===== src/rtl/lza_fp8_pack_pkg.sv =====
// Shared field positions, widths and the stage-1 register layout for the FP8 packer.
package lza_fp8_pack_pkg;

   localparam int SIGN_BIT = 7;
   localparam int EXP_MSB  = 6;
   localparam int EXP_LSB  = 3;
   localparam int FRAC_W   = 3;
   localparam int FR_W     = 9;
   localparam int EX_W     = 4;
   localparam int M_W      = 7;

   localparam logic [7:0] FP_ZERO = 8'h00;

   // The leading one of the normalized magnitude is implicit, so only the 7 bits below it are kept.
   typedef struct packed {
      logic            sign;
      logic            kill;
      logic            hi;
      logic [EX_W-1:0] ex;
      logic [M_W-1:0]  m;
   } s1_t;

endpackage


===== src/rtl/lza_fp8_round.sv =====
// Round-to-nearest-even of the stage-1 mantissa, with fraction carry folded into the exponent.
module lza_fp8_round
   import lza_fp8_pack_pkg::*;
#(
   parameter int EXP_BIAS = 7
) (
   input  s1_t        s1,
   output logic [7:0] fp,
   output logic       inexact
);

   logic [FRAC_W-1:0] frac;
   logic              guard;
   logic              sticky;
   logic              round_up;
   logic [FRAC_W:0]   frac_r;
   logic [EX_W-1:0]   exp4;

   always_comb begin
      frac     = s1.m[6:4];
      guard    = s1.m[3];
      sticky   = |s1.m[2:0];
      round_up = guard & (sticky | frac[0]);
      frac_r   = {1'b0, frac} + {{FRAC_W{1'b0}}, round_up};
      // Evaluated in 5 bits; legal inputs always land inside the 4-bit field.
      exp4     = 4'(5'(EXP_BIAS) + 5'd7 - {1'b0, s1.ex} + {4'b0, s1.hi} + {4'b0, frac_r[FRAC_W]});

      fp      = FP_ZERO;
      inexact = 1'b0;
      if (!s1.kill) begin
         fp[SIGN_BIT]        = s1.sign;
         fp[EXP_MSB:EXP_LSB] = exp4;
         fp[FRAC_W-1:0]      = frac_r[FRAC_W-1:0];
         inexact             = guard | sticky;
      end
   end

endmodule


===== src/rtl/lza_fp8_pack.sv =====
// Two-stage valid/ready packer: LZA fraction + shift count in, FP8 (1/4/3) with RNE out.
module lza_fp8_pack
   import lza_fp8_pack_pkg::*;
#(
   parameter int EXP_BIAS = 7,
   parameter int CNT_W    = 8
) (
   input  logic             clk,
   input  logic             reset,
   input  logic             in_valid,
   output logic             in_ready,
   input  logic [15:0]      fr,
   input  logic [EX_W-1:0]  ex,
   output logic             out_valid,
   input  logic             out_ready,
   output logic [7:0]       out_fp,
   output logic             out_inexact,
   output logic             err,
   output logic [CNT_W-1:0] inexact_cnt,
   input  logic             err_clr
);

   // Handshake: a side transfers on the edge where its valid and ready are both high.
   // Stage 2 holds while out_valid & ~out_ready; stage 1 moves on when stage 2 is empty or draining.

   logic            s1_valid;
   s1_t             s1_q;
   s1_t             s1_d;
   logic            s1_adv;
   logic            in_fire;
   logic            out_fire;
   logic [FR_W-1:0] mag;
   logic            fr_zero;
   logic            fr_bad;
   logic [7:0]      fp_rnd;
   logic            inx_rnd;

   always_comb begin
      s1_adv   = s1_valid & (~out_valid | out_ready);
      in_ready = ~s1_valid | s1_adv;
      in_fire  = in_valid & in_ready;
      out_fire = out_valid & out_ready;

      mag     = fr[8] ? (~fr[FR_W-1:0] + 9'd1) : fr[FR_W-1:0];
      fr_zero = (fr == 16'h0000);
      fr_bad  = ~fr_zero & ((fr[8] == fr[7]) | (fr[15:9] != {7{fr[8]}}));

      s1_d.sign = fr[8];
      s1_d.kill = fr_zero | fr_bad;
      s1_d.hi   = mag[8];
      s1_d.ex   = ex;
      // A magnitude of exactly 256 is renormalized by one place; the exponent absorbs it via hi.
      s1_d.m    = mag[8] ? mag[7:1] : mag[6:0];
   end

   lza_fp8_round #(
      .EXP_BIAS (EXP_BIAS)
   ) u_round (
      .s1      (s1_q),
      .fp      (fp_rnd),
      .inexact (inx_rnd)
   );

   always_ff @(posedge clk or posedge reset) begin
      if (reset) begin
         s1_valid    <= 1'b0;
         s1_q        <= '0;
         out_valid   <= 1'b0;
         out_fp      <= FP_ZERO;
         out_inexact <= 1'b0;
         err         <= 1'b0;
         inexact_cnt <= '0;
      end else begin
         if (in_fire) begin
            s1_valid <= 1'b1;
            s1_q     <= s1_d;
         end else if (s1_adv) begin
            s1_valid <= 1'b0;
         end

         if (s1_adv) begin
            out_valid   <= 1'b1;
            out_fp      <= fp_rnd;
            out_inexact <= inx_rnd;
         end else if (out_fire) begin
            out_valid <= 1'b0;
         end

         // A malformed capture wins over a simultaneous clear.
         if (in_fire && fr_bad) begin
            err <= 1'b1;
         end else if (err_clr) begin
            err <= 1'b0;
         end

         if (err_clr) begin
            inexact_cnt <= (out_fire && out_inexact) ? CNT_W'(1) : '0;
         end else if (out_fire && out_inexact && (inexact_cnt != {CNT_W{1'b1}})) begin
            inexact_cnt <= inexact_cnt + CNT_W'(1);
         end
      end
   end

endmodule


===== config.mk =====
export PLATFORM = sky130hd
export DESIGN_NAME = lza_fp8_pack
export DESIGN_NICKNAME = d
export VERILOG_FILES = /design/src/rtl/lza_fp8_pack_pkg.sv /design/src/rtl/lza_fp8_round.sv /design/src/rtl/lza_fp8_pack.sv
export SDC_FILE = /design/constraint.sdc
export NUM_CORES = 1
export LEC_CHECK = 0
export BUFFER_PORTS_ARGS = -buffer_cell sky130_fd_sc_hd__buf_2
export CORE_ASPECT_RATIO = 1.2
export CORE_MARGIN = 3
export CORE_UTILIZATION = 35
export CTS_BUF_LIST = sky130_fd_sc_hd__clkbuf_16
export DETAILED_ROUTE_END_ITERATION = 16
export GPL_ROUTABILITY_DRIVEN = 0
export GPL_TIMING_DRIVEN = 1
export HOLD_SLACK_MARGIN = 0.03
export PLACE_DENSITY = 0.62
export SLEW_MARGIN = 20
export SYNTH_ARGS = -nofsm -noshare
export SYNTH_HDL_FRONTEND = slang
export SYNTH_SLANG_ARGS = --single-unit

===== constraint.sdc =====
create_clock -name clk -period 2.65 [get_ports clk]
set_input_delay 0.795 -clock clk [delete_from_list [all_inputs] [get_ports clk]]
set_output_delay 0.795 -clock clk [all_outputs]
set_load 0.01 [all_outputs]

Yosys cells after proc, flatten, opt, wreduce, memory -nomap -nowiden
Cells that the tools add are included.
- add/sub/neg operators: 6
- eq/ne operators: 3
- multiplexer cells: 13
- bitwise operators: 15
- reduce and logical (&&, ||, !) cells: 9
- operator list (operator ; count):
    $mux W8 ; 3
    $logic_not A16 Y1 ; 1
    $add A9 B1 Y9 const B ; 1
    $mux W9 ; 1
    $not A9 Y9 ; 1
    $add A4 B1 Y4 ; 2
    $add A8 B1 Y8 const B ; 1
    $mux W1 ; 8
    $ne A8 B8 Y1 const B ; 1
    $reduce_bool A2 Y1 ; 4
    $mux W7 ; 1
    $ne A7 B7 Y1 ; 1
    $or A1 B1 Y1 ; 6
    $and A1 B1 Y1 ; 5
    $add A3 B1 Y4 ; 1
    $sub A4 B4 Y4 const A ; 1
    $logic_and A1 B1 Y1 ; 3
    $not A1 Y1 ; 3
    $reduce_or A3 Y1 ; 1
    $eq A1 B1 Y1 ; 1
- register bits after elaboration: 34
- input port bits: 25
- output and inout bits: 20

Longest topological paths before layout
- depth after elaboration: 7
- mapped depth: 9
- depth with buffers taken out: 9

Modules after synthesis
From an unflattened synthesis, not the netlist that was laid out.
- cells, all modules: 197
- area, all modules: 1960.6 sq um
- modules (own cells, without submodules) (module ; times used ; cells each ; area each (sq um)):
    lza_fp8_pack ; 1 ; 165 ; 1730.4
    lza_fp8_round ; 1 ; 32 ; 230.2

Worst setup path after synthesis
Ideal clock, no wire load.
- kind: input to register
- start point: input port fr[8]
- end point: register s1_q[12] in the netlist's numbering
- library setup time: 137 ps
- arrival: 1982 ps
- required time: 2513 ps
- path slack: 531 ps
- stages on the path: 7
- cell sequence: buf_4 inv_1 ha_1 nand4b_1 or3_1 o41ai_1 a31oi_1
- cells in the longest elaborated chain, start to end: 4
- elaborated cells between the ends (all ways): 7
- RTL lines (item ; RTL line ; text):
    start: declaration ; lza_fp8_pack.sv:12 ; input logic [15:0] fr,
    $ne A7 B7 Y1, or another cell as far along ; lza_fp8_pack.sv:46 ; fr_bad = ~fr_zero & ((fr[8] == fr[7]) | (fr[15:9] != {7{fr[8]}}));
    $or A1 B1 Y1 or $not A1 Y1 (tied branches) ; lza_fp8_pack.sv:46 ;
    $and A1 B1 Y1 ; lza_fp8_pack.sv:46 ;
    $or A1 B1 Y1 * ; lza_fp8_pack.sv:49 ; s1_d.kill = fr_zero | fr_bad;
    end signal: assignment ; lza_fp8_pack.sv:67 ; s1_q <= '0;
    end signal: assignment ; lza_fp8_pack.sv:76 ; s1_q <= s1_d;
    end: declaration ; lza_fp8_pack.sv:27 ; s1_t s1_q;
Every way passes the cells marked *; elsewhere a longest branch is shown, timed or not.
A chain may end at the register's enable or synchronous reset.

Worst setup path in the final report
- start point: input port out_ready
- end point: output port in_ready
- cells in the longest elaborated chain, start to end: 3
- RTL lines (item ; RTL line ; text):
    start: declaration ; lza_fp8_pack.sv:15 ; input logic out_ready,
    $or A1 B1 Y1 ; lza_fp8_pack.sv:39 ; s1_adv = s1_valid & (~out_valid | out_ready);
    $and A1 B1 Y1 ; lza_fp8_pack.sv:39 ;
    $or A1 B1 Y1 ; lza_fp8_pack.sv:40 ; in_ready = ~s1_valid | s1_adv;
    end: declaration ; lza_fp8_pack.sv:11 ; output logic in_ready,
Every way passes these cells.

==> flow_metrics.py <==
metrics = {
    "status": {
        "status": "finished clean",
    },
    "route": {
        "avgViaCountPerCell": 5.03,
        "routedWlPerCell_um": 12.2,
        "drtPass1Iterations": 5,
        "wirelength_um": 3730,
        "drc": 0,
        "ant_nets": 0,
        "vias": 1539,
        "drt-initial-drc-count": 74,
    },
    "synthesis": {
        "synthDominantCellAreaShare_pct": 45.4,
        "synth_cell_types": 47,
        "ys_seq_area_share_pct": 45.4,
        "synth_nets": 234,
        "yosys-top-cells-area": "dfrtp_1, nand2_1, ha_1",
        "synth_top_area_cell": "dfrtp_1",
        "synth.avg_cell_area_um2": 9.37,
        "ys_ff_latch": 34,
        "syn_inst": 200,
        "async_reset_ff_share_pct": 100,
        "synth_edf_count": 0,
        "yosys_warnings": 0,
        "ys.flop_type": "dfrtp_1",
        "netlist_area_um2": 1870,
    },
    "clock_network": {
        "clock_sinks": 34,
        "cts_buffers": 5,
        "cts_tree": "yes",
        "cts.htree.levels": 2,
        "cts.path.max_buffers": 2,
        "cts-root-buf": "clkbuf_16",
        "clk_latency_ns": 0.27,
        "post_cts_resized": 0,
        "postCtsSetupRepairBufs": 0,
        "clkSlewWorstSetupHoldPaths_ns": 0.05,
        "cts_hold_buf": 0,
    },
    "global_routing": {
        "grt_overflow": 0,
        "grt_use_total_pct": 13.2,
        "antenna_found_initial": 0,
        "first_global_vias": 1503,
        "grt_pass1_wl_um": 6640,
        "grt_max_degree": 35,
    },
    "timing": {
        "rsz0062_at_grt": "false",
        "fin_crit_sh_pct": 78.6,
        "clock_skew_ns": 0.00313,
        "final.setup.tns_ns": 0,
        "hold_viol": 0,
        "whs_ns": 0.469,
        "report.final.slew_viol_count": 0,
        "worstMarginPinSlew_ns": 0.544,
        "max_freq_mhz": 480,
        "finalCriticalPeriod_ns": 2.08,
        "finalSetupViolCount": 0,
        "slew_headroom_pct": 63.7,
    },
    "floorplan": {
        "coreArea_um2": 5040,
        "die_h_um": 86.2,
        "die_w_um": 72.8,
        "die_area_um2": 6270,
        "initial_core_util_pct": 37.2,
        "ios": 45,
        "rows": 28,
    },
    "critical_path": {
        "crit_slowest_cell": "nand3b_1",
        "max_stage_delay_ns": 0.21,
        "critPathRequiredTime_ns": 1.86,
        "cp-end-kind": "output port",
        "crit_type": "primary input to output port",
        "cp-start-kind": "primary input",
        "crit_family": "buffers and inverters",
        "cp_max_fo": 4,
        "crit_arrival_ns": 1.29,
        "path_common_cell": "buf_2",
        "path_cells": "buf_2, nand3b_1, buf_2",
        "critPathBufInv": 2,
    },
    "pwr": {
        "max-vdd-ir-drop_mv": 0.229,
        "leakage_nw": 1.12,
        "powerDensity_nw_per_um2": 560,
        "total_power_w": 0.00128,
    },
    "finish": {
        "layout_common_cells": "buf_2, dfrtp_1, nand2_1",
        "layout.cells.non_filler": 306,
        "final_area_um2": 2280,
        "drive_gt1_share_pct": 22.0,
        "fill_cells": 519,
        "n_antenna_cell": 0,
        "final_common_cell": "buf_2",
        "syn2layout_area_growth_pct": 21.5,
        "nets": 280,
    },
    "placement": {
        "port_buffers": 44,
        "place_inst": 299,
        "post_dp_cell_area_um2": 2140,
        "hpwl_um": 2980,
    },
    "flow_run": {
        "max-cap-violations": 0,
    },
    "hold_path": {
        "worst_hold_path_type": "flip-flop to flip-flop",
    },
}
## cell usage after synthesis (all sizes together), types with 2 or more instances
cell	count
nand3b	2
a31oi	7
xnor2	5
mux2i	2
o31ai	5
nand3	4
or3	2
inv	14
nand2	33
a22o	2
o211ai	3
nor4	2
nand2b	6
nand4b	2
and2	2
ha	8
xor2	4
dfrtp	34
and3	4
o21ai	14
a21oi	5
nor3	4
buf	5
o22ai	2
nor2	11
clkbuf	2
## per-layer routing
metal / wire, um / GRT usage, % / vias to the layer above
met5: 0 / 0 / -
met4: 57 / 5.20 / 0
met3: 203 / 3.28 / 6
met2: 1690 / 20.5 / 41
met1: 1780 / 17.4 / 695
li1: - / - / 797
## cell families after synthesis
group | count (synthesis) | share of synthesized area (%)
muxes | 2 | 1.07
adders and majority gates | 9 | 6.41
AOI/OAI and AO/OA | 46 | 16.0
DFF | 34 | 45.4
and+or+nand+nor | 79 | 22.0
xor gates and xnor gates | 9 | 4.21
buffers and inverters | 21 | 4.94
## worst min-delay path, cell delays in order, from the launching register on
cell,delay [ns]
dfrtp_1,0.33
nand2_1,0.05
o31ai_1,0.05
## through the flow
step / utilization [%] / setup WS, ns
6_report: 45.1 / 0.566
5_1_grt: 45.1 / 0.516
4_1_cts: 45.1 / 0.566
3_5_place_dp: 42.5 / 0.340
3_3_place_gp: 42.5 / 0.385
2_1_floorplan: - / 0.531
## sequential cells by signal (all words and copies together) (netlist names)
name	count
s1_q	14
out_valid	1
out_fp	8
out_inexact	1
err	1
inexact_cnt	8
s1_valid	1
## power by group
part           leakage [nW]  switching (W)  internal [W]
sequential            0.436      0.0000234      0.000553
clock                0.0723       0.000181      0.000334
combinational         0.614       0.000104     0.0000796
## area by class of cell
type / count / area (um2) / share of cell area [%]
Multi-Input combinational cell: 145 / 931 / 40.9
Sequential cell: 34 / 851 / 37.4
Timing Repair Buffer: 46 / 235 / 10.3
Clock buffer: 5 / 125 / 5.49
Tap cell: 60 / 75.1 / 3.30
Inverter: 14 / 52.6 / 2.31
Clock inverter: 2 / 7.51 / 0.330
## final timing paths
check / from / to / slack, ns / cells past startpoint
worst max register to register: s1_q[3]$_DFFE_PP0N_ / out_fp[5]$_DFFE_PP0P_ / 0.69 / 9
worst min register to register: out_fp[4]$_DFFE_PP0P_ / out_fp[4]$_DFFE_PP0P_ / 0.47 / 2
max in group asynchronous: reset / out_fp[1]$_DFFE_PP0P_ / 1.74 / 3
worst max-delay path: out_ready / in_ready / 0.57 / 3
min in group asynchronous: reset / out_valid$_DFFE_PP0P_ / 0.61 / 3
worst min-delay path: out_fp[4]$_DFFE_PP0P_ / out_fp[4]$_DFFE_PP0P_ / 0.47 / 2
(Power assumes the default switching activity.)
